`config.mk`:
```
export PLATFORM = sky130hd
export DESIGN_NAME = shared_mem_rr_arbiter
export DESIGN_NICKNAME = d
export VERILOG_FILES = /design/src/rtl/shared_mem_rr_arbiter.sv
export SDC_FILE = /design/constraint.sdc
export NUM_CORES = 1
export LEC_CHECK = 0
export BUFFER_PORTS_ARGS = -buffer_cell sky130_fd_sc_hd__buf_2
export CAP_MARGIN = 40
export CORE_AREA = 2 2 174 176
export DETAILED_ROUTE_END_ITERATION = 10
export DIE_AREA = 0 0 176 178
export GPL_ROUTABILITY_DRIVEN = 0
export SLEW_MARGIN = 20
export SYNTH_ARGS = -nofsm -noshare
export SYNTH_HDL_FRONTEND = slang
export SYNTH_SLANG_ARGS = --single-unit
```
`constraint.sdc`:
```
create_clock -name clk -period 8 [get_ports clk]
set_clock_uncertainty 0.2 [all_clocks]
set_input_delay 2.4 -clock clk [delete_from_list [all_inputs] [get_ports clk]]
set_output_delay 2.4 -clock clk [all_outputs]
set_load 0.1 [all_outputs]
```
`src/rtl/shared_mem_rr_arbiter.sv`:
```
// Round-robin arbiter sharing one 32-bit memory port between NCORE cores.
//
// Handshake: a core raises req[i] with rd/wr/addr/wdata and holds req until it
// sees ack[i]. Those fields are latched when the core wins arbitration in IDLE,
// so they may change freely once gnt[i] is seen. ack[i] is a one-cycle pulse,
// and rdata is valid while ack is high. If req stays high after ack, that is a
// new request.
//
// Each transaction walks IDLE -> ACCESS -> WAIT (MEM_LAT cycles, skipped when
// MEM_LAT==0) -> RESP -> IDLE. All outputs are registered. state_q is the
// FSM state register that checkers can bind to.
module shared_mem_rr_arbiter #(
  parameter int NCORE   = 4,
  parameter int IDW     = 2,
  parameter int MEM_LAT = 1
) (
  input  logic                  clk,
  input  logic                  reset,
  input  logic [NCORE-1:0]      req,
  input  logic [NCORE-1:0]      rd,
  input  logic [NCORE-1:0]      wr,
  input  logic [NCORE*32-1:0]   addr,
  input  logic [NCORE*32-1:0]   wdata,
  input  logic [31:0]           mem_rdata,
  output logic                  mem_rd,
  output logic                  mem_wr,
  output logic [31:0]           mem_addr,
  output logic [31:0]           mem_wdata,
  output logic [NCORE-1:0]      gnt,
  output logic [NCORE-1:0]      ack,
  output logic [31:0]           rdata,
  output logic                  busy,
  output logic [IDW-1:0]        owner,
  output logic [31:0]           xfer_cnt
);

  localparam int CW = IDW + 1;

  typedef enum logic [1:0] {
    S_IDLE   = 2'd0,
    S_ACCESS = 2'd1,
    S_WAIT   = 2'd2,
    S_RESP   = 2'd3
  } state_e;

  state_e             state_q;
  logic [IDW-1:0]     ptr_q;
  logic [IDW-1:0]     owner_q;
  logic [3:0]         wcnt_q;
  logic               op_rd_q;
  logic [NCORE-1:0]   gnt_q;
  logic [NCORE-1:0]   ack_q;
  logic               mem_rd_q;
  logic               mem_wr_q;
  logic [31:0]        mem_addr_q;
  logic [31:0]        mem_wdata_q;
  logic [31:0]        rdata_q;
  logic               busy_q;
  logic [31:0]        xfer_cnt_q;

  // Arbitration result and the winner's request fields.
  logic               found_d;
  logic [IDW-1:0]     owner_d;
  logic [NCORE-1:0]   win_oh_d;
  logic [31:0]        sel_addr_d;
  logic [31:0]        sel_wdata_d;
  logic               sel_rd_d;
  logic               sel_wr_d;
  logic [CW-1:0]      scan_sum;
  logic [IDW-1:0]     scan_cand;
  logic               scan_hit;
  logic [IDW-1:0]     ptr_next;

  // Scan upward from ptr_q, wrapping modulo NCORE; the first requester wins.
  always_comb begin
    found_d   = 1'b0;
    owner_d   = '0;
    scan_sum  = '0;
    scan_cand = '0;
    scan_hit  = 1'b0;
    for (int k = 0; k < NCORE; k++) begin
      scan_sum = {1'b0, ptr_q} + CW'(k);
      if (scan_sum >= CW'(NCORE)) scan_sum = scan_sum - CW'(NCORE);
      scan_cand = scan_sum[IDW-1:0];
      scan_hit  = 1'b0;
      for (int j = 0; j < NCORE; j++) begin
        if (scan_cand == IDW'(j)) scan_hit = req[j];
      end
      if (!found_d && scan_hit) begin
        found_d = 1'b1;
        owner_d = scan_cand;
      end
    end
  end

  // Mux out the winning core's fields and build its one-hot grant.
  always_comb begin
    win_oh_d    = '0;
    sel_addr_d  = '0;
    sel_wdata_d = '0;
    sel_rd_d    = 1'b0;
    sel_wr_d    = 1'b0;
    for (int j = 0; j < NCORE; j++) begin
      if (owner_d == IDW'(j)) begin
        win_oh_d[j] = 1'b1;
        sel_addr_d  = addr[j*32 +: 32];
        sel_wdata_d = wdata[j*32 +: 32];
        sel_rd_d    = rd[j];
        sel_wr_d    = wr[j];
      end
    end
  end

  // After serving owner_q, the next core up gets first priority.
  always_comb begin
    ptr_next = (owner_q == IDW'(NCORE-1)) ? '0 : owner_q + IDW'(1);
  end

  // Transaction FSM with all outputs registered.
  always_ff @(posedge clk) begin
    if (!reset) begin
      state_q     <= S_IDLE;
      ptr_q       <= '0;
      owner_q     <= '0;
      wcnt_q      <= '0;
      op_rd_q     <= 1'b0;
      gnt_q       <= '0;
      ack_q       <= '0;
      mem_rd_q    <= 1'b0;
      mem_wr_q    <= 1'b0;
      mem_addr_q  <= '0;
      mem_wdata_q <= '0;
      rdata_q     <= '0;
      busy_q      <= 1'b0;
      xfer_cnt_q  <= '0;
    end else begin
      case (state_q)
        S_IDLE: begin
          if (found_d) begin
            state_q     <= S_ACCESS;
            owner_q     <= owner_d;
            gnt_q       <= win_oh_d;
            busy_q      <= 1'b1;
            mem_addr_q  <= sel_addr_d;
            mem_wdata_q <= sel_wdata_d;
            // A write takes precedence when both qualifiers are set.
            mem_wr_q    <= sel_wr_d;
            mem_rd_q    <= sel_rd_d & ~sel_wr_d;
            op_rd_q     <= sel_rd_d & ~sel_wr_d;
          end
        end
        S_ACCESS: begin
          mem_rd_q <= 1'b0;
          mem_wr_q <= 1'b0;
          wcnt_q   <= 4'(MEM_LAT);
          if (MEM_LAT == 0) begin
            if (op_rd_q) rdata_q <= mem_rdata;
            ack_q   <= gnt_q;
            state_q <= S_RESP;
          end else begin
            state_q <= S_WAIT;
          end
        end
        S_WAIT: begin
          // Writes and no-ops wait too, so every transaction has the same latency.
          if (wcnt_q == 4'd1) begin
            if (op_rd_q) rdata_q <= mem_rdata;
            ack_q   <= gnt_q;
            state_q <= S_RESP;
          end else begin
            wcnt_q <= wcnt_q - 4'd1;
          end
        end
        S_RESP: begin
          ack_q      <= '0;
          gnt_q      <= '0;
          busy_q     <= 1'b0;
          xfer_cnt_q <= xfer_cnt_q + 32'd1;
          ptr_q      <= ptr_next;
          state_q    <= S_IDLE;
        end
        default: state_q <= S_IDLE;
      endcase
    end
  end

  assign mem_rd    = mem_rd_q;
  assign mem_wr    = mem_wr_q;
  assign mem_addr  = mem_addr_q;
  assign mem_wdata = mem_wdata_q;
  assign gnt       = gnt_q;
  assign ack       = ack_q;
  assign rdata     = rdata_q;
  assign busy      = busy_q;
  assign owner     = owner_q;
  assign xfer_cnt  = xfer_cnt_q;

endmodule

```
---- Yosys cells after proc, flatten, opt, wreduce, memory -nomap -nowiden ----
Index checks and enable logic that the tools add are counted.
storage, ports and cells
  flip-flop bits (word level) ............. 150
  bits of input ports ..................... 302
  logic and storage cells ................. 140
operators by class
  $add $sub $neg .......................... 10
  $lt $le $gt $ge ......................... 4
  equal/unequal tests ..................... 23
  multiplexer cells ....................... 64
  bitwise operators ....................... 2
  reductions and logical operators ........ 23
operators by type and width
  cell                                                               count
  2-to-1 mux 32 bit                                                  8
  2-to-1 mux 1 bit                                                   35
  adder 32 x 1 -> 32 bit, second input constant                      1
  == test 2 bit, second input constant                               13
  case mux 4 bit (2 select lines)                                    3
  2-to-1 mux 2 bit                                                   11
  == test 2 x 1 -> 1 bit, second input constant                      6
  logical NOT 2 bit                                                  6
  2-to-1 mux 4 bit                                                   3
  AND reduction 2 bit                                                6
  greater-or-equal comparator 3 bit, second input constant           3
  case mux 2 bit (4 select lines)                                    1
  nonzero test 2 bit                                                 4
  subtractor 2 x 1 -> 2 bit, second input constant                   4
  adder 2 x 2 -> 3 bit, second input constant                        2
  inequality test 2 bit, second input constant                       3
  case mux 1 bit (2 select lines)                                    3
  == test 4 x 1 -> 1 bit, second input constant                      1
  subtractor 4 x 1 -> 4 bit, second input constant                   1
  adder 2 x 1 -> 3 bit, second input constant                        1
  greater-or-equal comparator 2 x 3 -> 1 bit, second input constant  1
  logical AND 1 bit                                                  3
  logical NOT 1 bit                                                  3
  AND reduction 3 bit                                                1
  3 further kinds                                                    3

---- Logic depth before layout (Yosys ltp) ----
  word-level depth ........................ 26
  depth in mapped cells ................... 13

---- Least setup slack after synthesis ----
OpenSTA, ideal clock, no wires.
  kind .................................... input-to-reg
  start point ............................. input port req[1]
  end point ............................... register mem_rd_q, in the netlist mem_rd
  library setup time ...................... 0.119 ns
  arrival time ............................ 4.342 ns
  data required time ...................... 7.681 ns
  setup slack ............................. 3.339 ns
  stages .................................. 10
  path through ............................ a211oi_1 a211oi_1 or4_1 o21ai_1 a221o_1 buf_4 buf_8 mux2i_1 mux2_2 a32o_1
between the ends
  word-level cells in the longest chain between the ends .. 22
RTL lines
  item                             RTL line  source
  from (decl)                      19        input logic [NCORE-1:0] req,
  2-to-1 mux 1 bit (3 in a row)    87        if (scan_cand == IDW'(j)) scan_hit = req[j];
  2-to-1 mux 1 bit                 89        if (!found_d && scan_hit) begin
  logical NOT 1 bit                89
  logical AND 1 bit                89
  2-to-1 mux 1 bit                 89
  logical NOT 1 bit                89
  logical AND 1 bit                89
  2-to-1 mux 1 bit                 89
  logical NOT 1 bit                89
  logical AND 1 bit                89
  2-to-1 mux 2 bit                 89
  logical NOT 2 bit                104       if (owner_d == IDW'(j)) begin
  2-to-1 mux 1 bit (4 in a row)    104
  NOT 1 bit                        148       mem_rd_q <= sel_rd_d & ~sel_wr_d;
  bitwise AND 1 bit                148
  2-to-1 mux 1 bit                 139       if (found_d) begin
  case mux 1 bit (2 select lines)  137       case (state_q)
  to (signal assigned)             148
  to (decl)                        53        logic mem_rd_q;
Several ways; a longest one is shown, not always the timed one. The select of a mux whose other input is x is not followed.
A chain may end at the register's enable or synchronous reset.

---- Final worst setup path ----
  start point ............................. input port req[1]
  end point ............................... register mem_wdata_q[1], in the netlist mem_wdata[1]
between the ends
  word-level cells in the longest chain between the ends .. 18
RTL lines
  item                            RTL line  source
  2-to-1 mux 1 bit (3 in a row)   87
  2-to-1 mux 1 bit                89
  logical NOT 1 bit               89
  logical AND 1 bit               89
  2-to-1 mux 1 bit                89
  logical NOT 1 bit               89
  logical AND 1 bit               89
  2-to-1 mux 1 bit                89
  logical NOT 1 bit               89
  logical AND 1 bit               89
  2-to-1 mux 2 bit                89
  logical NOT 2 bit               104
  2-to-1 mux 32 bit (4 in a row)  104
  to (signal assigned)            145       mem_wdata_q <= sel_wdata_d;
  to (decl)                       56        logic [31:0] mem_wdata_q;
Several ways; a longest one is shown, not always the timed one.

==> impl_metrics.toml <==
[drt]
ant_nets = 0
wl_per_cell_um = 16.5
drt-pass1-iter-count = 4
wirelength_mm = 28.1
drt_iter0_drc = 373
vias = 7967
vias_per_cell = 4.68
drcViolationCount = 0

[min_path]
hp-class = "register to register"

[power_and_ir_drop]
powerDensity_nw_per_um2 = 443
leakagePower_nw = 5.16
irDropWorstVdd_mv = 0.280

[layout]
nFillCells = 2977
finalNetCount = 1618
fin_cells = 1703
drive_gt1_frac = 0.424
final_common_cell = "buf_2"
syn2layout_area_growth_pct = 39.1
diodes = 0
layout_common_cells = "buf_2, dfxtp_1, nand2_1"

[worst_setup_path]
cp.arrival_ns = 5.33
end_kind = "register"
start_kind = "input port"
cp.required_ns = 8.15
critPathMaxFanout = 60
crit_type = "input port to register"

[run_status]
status = "finished clean"

[floorplan]
io_pins = 443
die_w_um = 176
initial_core_util = 0.279
die-area_um2 = 31300
die_h_um = 178
rows = 63
coreArea_um2 = 29400

[yosys]
syn_nets = 1208
yosys_most_used_dff = "dfxtp_1"
ys_ff_latch = 150
syn_area_um2 = 8200
synth-edff-count = 0
syn_inst = 890
async_flop_share = 0
avgSynthCellArea_um2 = 9.21
yosysSeqAreaShare = 0.366
yosysWarnings = 0
synth_cell_type_count = 45

[flow_run]
maxCapViolCount = 0

[placed_design]
dp_hpwl_mm = 20.6
place_inst = 1669
port_buffers = 442

[sta]
tightest_slew_ns = 0.842
timing.hold.ws_ns = 0.259
timing.final.crit_share = 0.647
rsz0062_at_grt = "no"
hold_violations = 0
setup_tns_ns = 0
finalSetupViolCount = 0
fin_crit_ns = 5.18
relSlewSlack = 0.439
drv_slew = 0
fmax_mhz = 193

[global_route]
track_usage = 0.167
antenna_found_initial = 0
grt_max_degree = 73
grt_pass1_wl_mm = 41.0
grt_pass1_vias = 7574
grt-ovfl-total = 0

[clock_tree]
cts_resized = 0
cts_buffers = 17
clk_latency_ns = 0.43
clkTransAtPathRegs_ns = 0.07
root_buffer = "clkbuf_16"
ctsHoldBuffers = 0
cts_tree = "built"
cts.sinks = 150
htreeDepth = 4
post-cts-setup-buffers = 0
clockBufferDepth = 2
-- logic make-up after synthesis --
logic type,synth area share
DFF,0.366
adders and majority gates,0.0244
xor gates and xnor gates,0.0299
muxes,0.254
AOI/OAI and AO/OA,0.121
and+or+nand+nor,0.159
buffers and inverters,0.0446
-- layer usage --
| metal | global-route usage | wire length [um] |
|---|---|---|
| met5 | 0 | 0 |
| met2 | 0.286 | 13800 |
| met3 | 0.0354 | 1630 |
| met1 | 0.211 | 12200 |
| met4 | 0.0510 | 444 |
-- metrics by stage --
stage	cell area, um2	power, mW	util	setup slack, ns
finish	11400	5.05	0.388	2.82
global route	11400	5.27	0.388	2.68
CTS	11400	5.07	0.387	2.86
detailed placement	10700	4.15	0.365	2.40
global placement	10700	4.12	0.364	2.48
floorplan	8200	3.62	-	3.34
-- synthesized netlist by cell type (11+ instances only) --
| cell | n | area, um2 |
|---|---|---|
| nor2_1 | 14 | 52.6 |
| nand3_1 | 16 | 80.1 |
| nor2b_1 | 20 | 125 |
| nand2_1 | 149 | 559 |
| o22ai_1 | 64 | 400 |
| clkbuf_1 | 48 | 180 |
| a21boi_0 | 35 | 263 |
| a21oi_1 | 12 | 60.1 |
| xnor2_1 | 17 | 149 |
| and2_1 | 28 | 175 |
| mux2_2 | 65 | 732 |
| mux2i_1 | 135 | 1350 |
| ha_1 | 16 | 200 |
| xor2_1 | 11 | 96.3 |
| dfxtp_1 | 150 | 3000 |
-- final timing paths --
| check | depth (start not counted) | to | from | slack (ns) |
|---|---|---|---|---|
| setup / recovery | 10 | mem_wdata[1] | req[1] | 2.82 |
| hold reg to reg | 2 | rdata[5] | rdata[5] | 0.26 |
| hold / removal | 2 | rdata[5] | rdata[5] | 0.26 |
| setup reg to reg | 11 | mem_wdata[1] | ptr_q[0] | 3.89 |
-- cell type report --
| cell class | count | area, um2 | share of cell area |
|---|---|---|---|
| Clock buffer | 18 | 439 | 0.0385 |
| Clock inverter | 14 | 211 | 0.0185 |
| Inverter | 9 | 33.8 | 0.00296 |
| Multi-Input combinational cell | 667 | 4860 | 0.426 |
| Sequential cell | 150 | 3000 | 0.263 |
| Tap cell | 390 | 488 | 0.0428 |
| Timing Repair Buffer | 455 | 2370 | 0.208 |
-- power breakdown --
part	internal (mW)	switching (mW)
clock network	0.541	0.359
logic	0.866	2.21
registers	0.950	0.121
-- registers in the layout, summed over array words and instances (netlist names), 2 cells and up --
name       cells
ptr_q          2
mem_addr      32
ack            4
state_q        2
xfer_cnt      32
rdata         32
owner          2
mem_wdata     32
gnt            4
wcnt_q         4
-- worst max-delay path, cell delays in order --
cell,delay (ns)
buf_2,0.12
a211oi_1,0.09
a211o_1,0.34
or4_1,0.50
o21ai_1,0.10
a221o_4,0.68
buf_12,0.44
mux2i_1,0.14
mux2_2,0.28
o22ai_1,0.15
No activity file was read; power rests on OpenSTA's default activity.
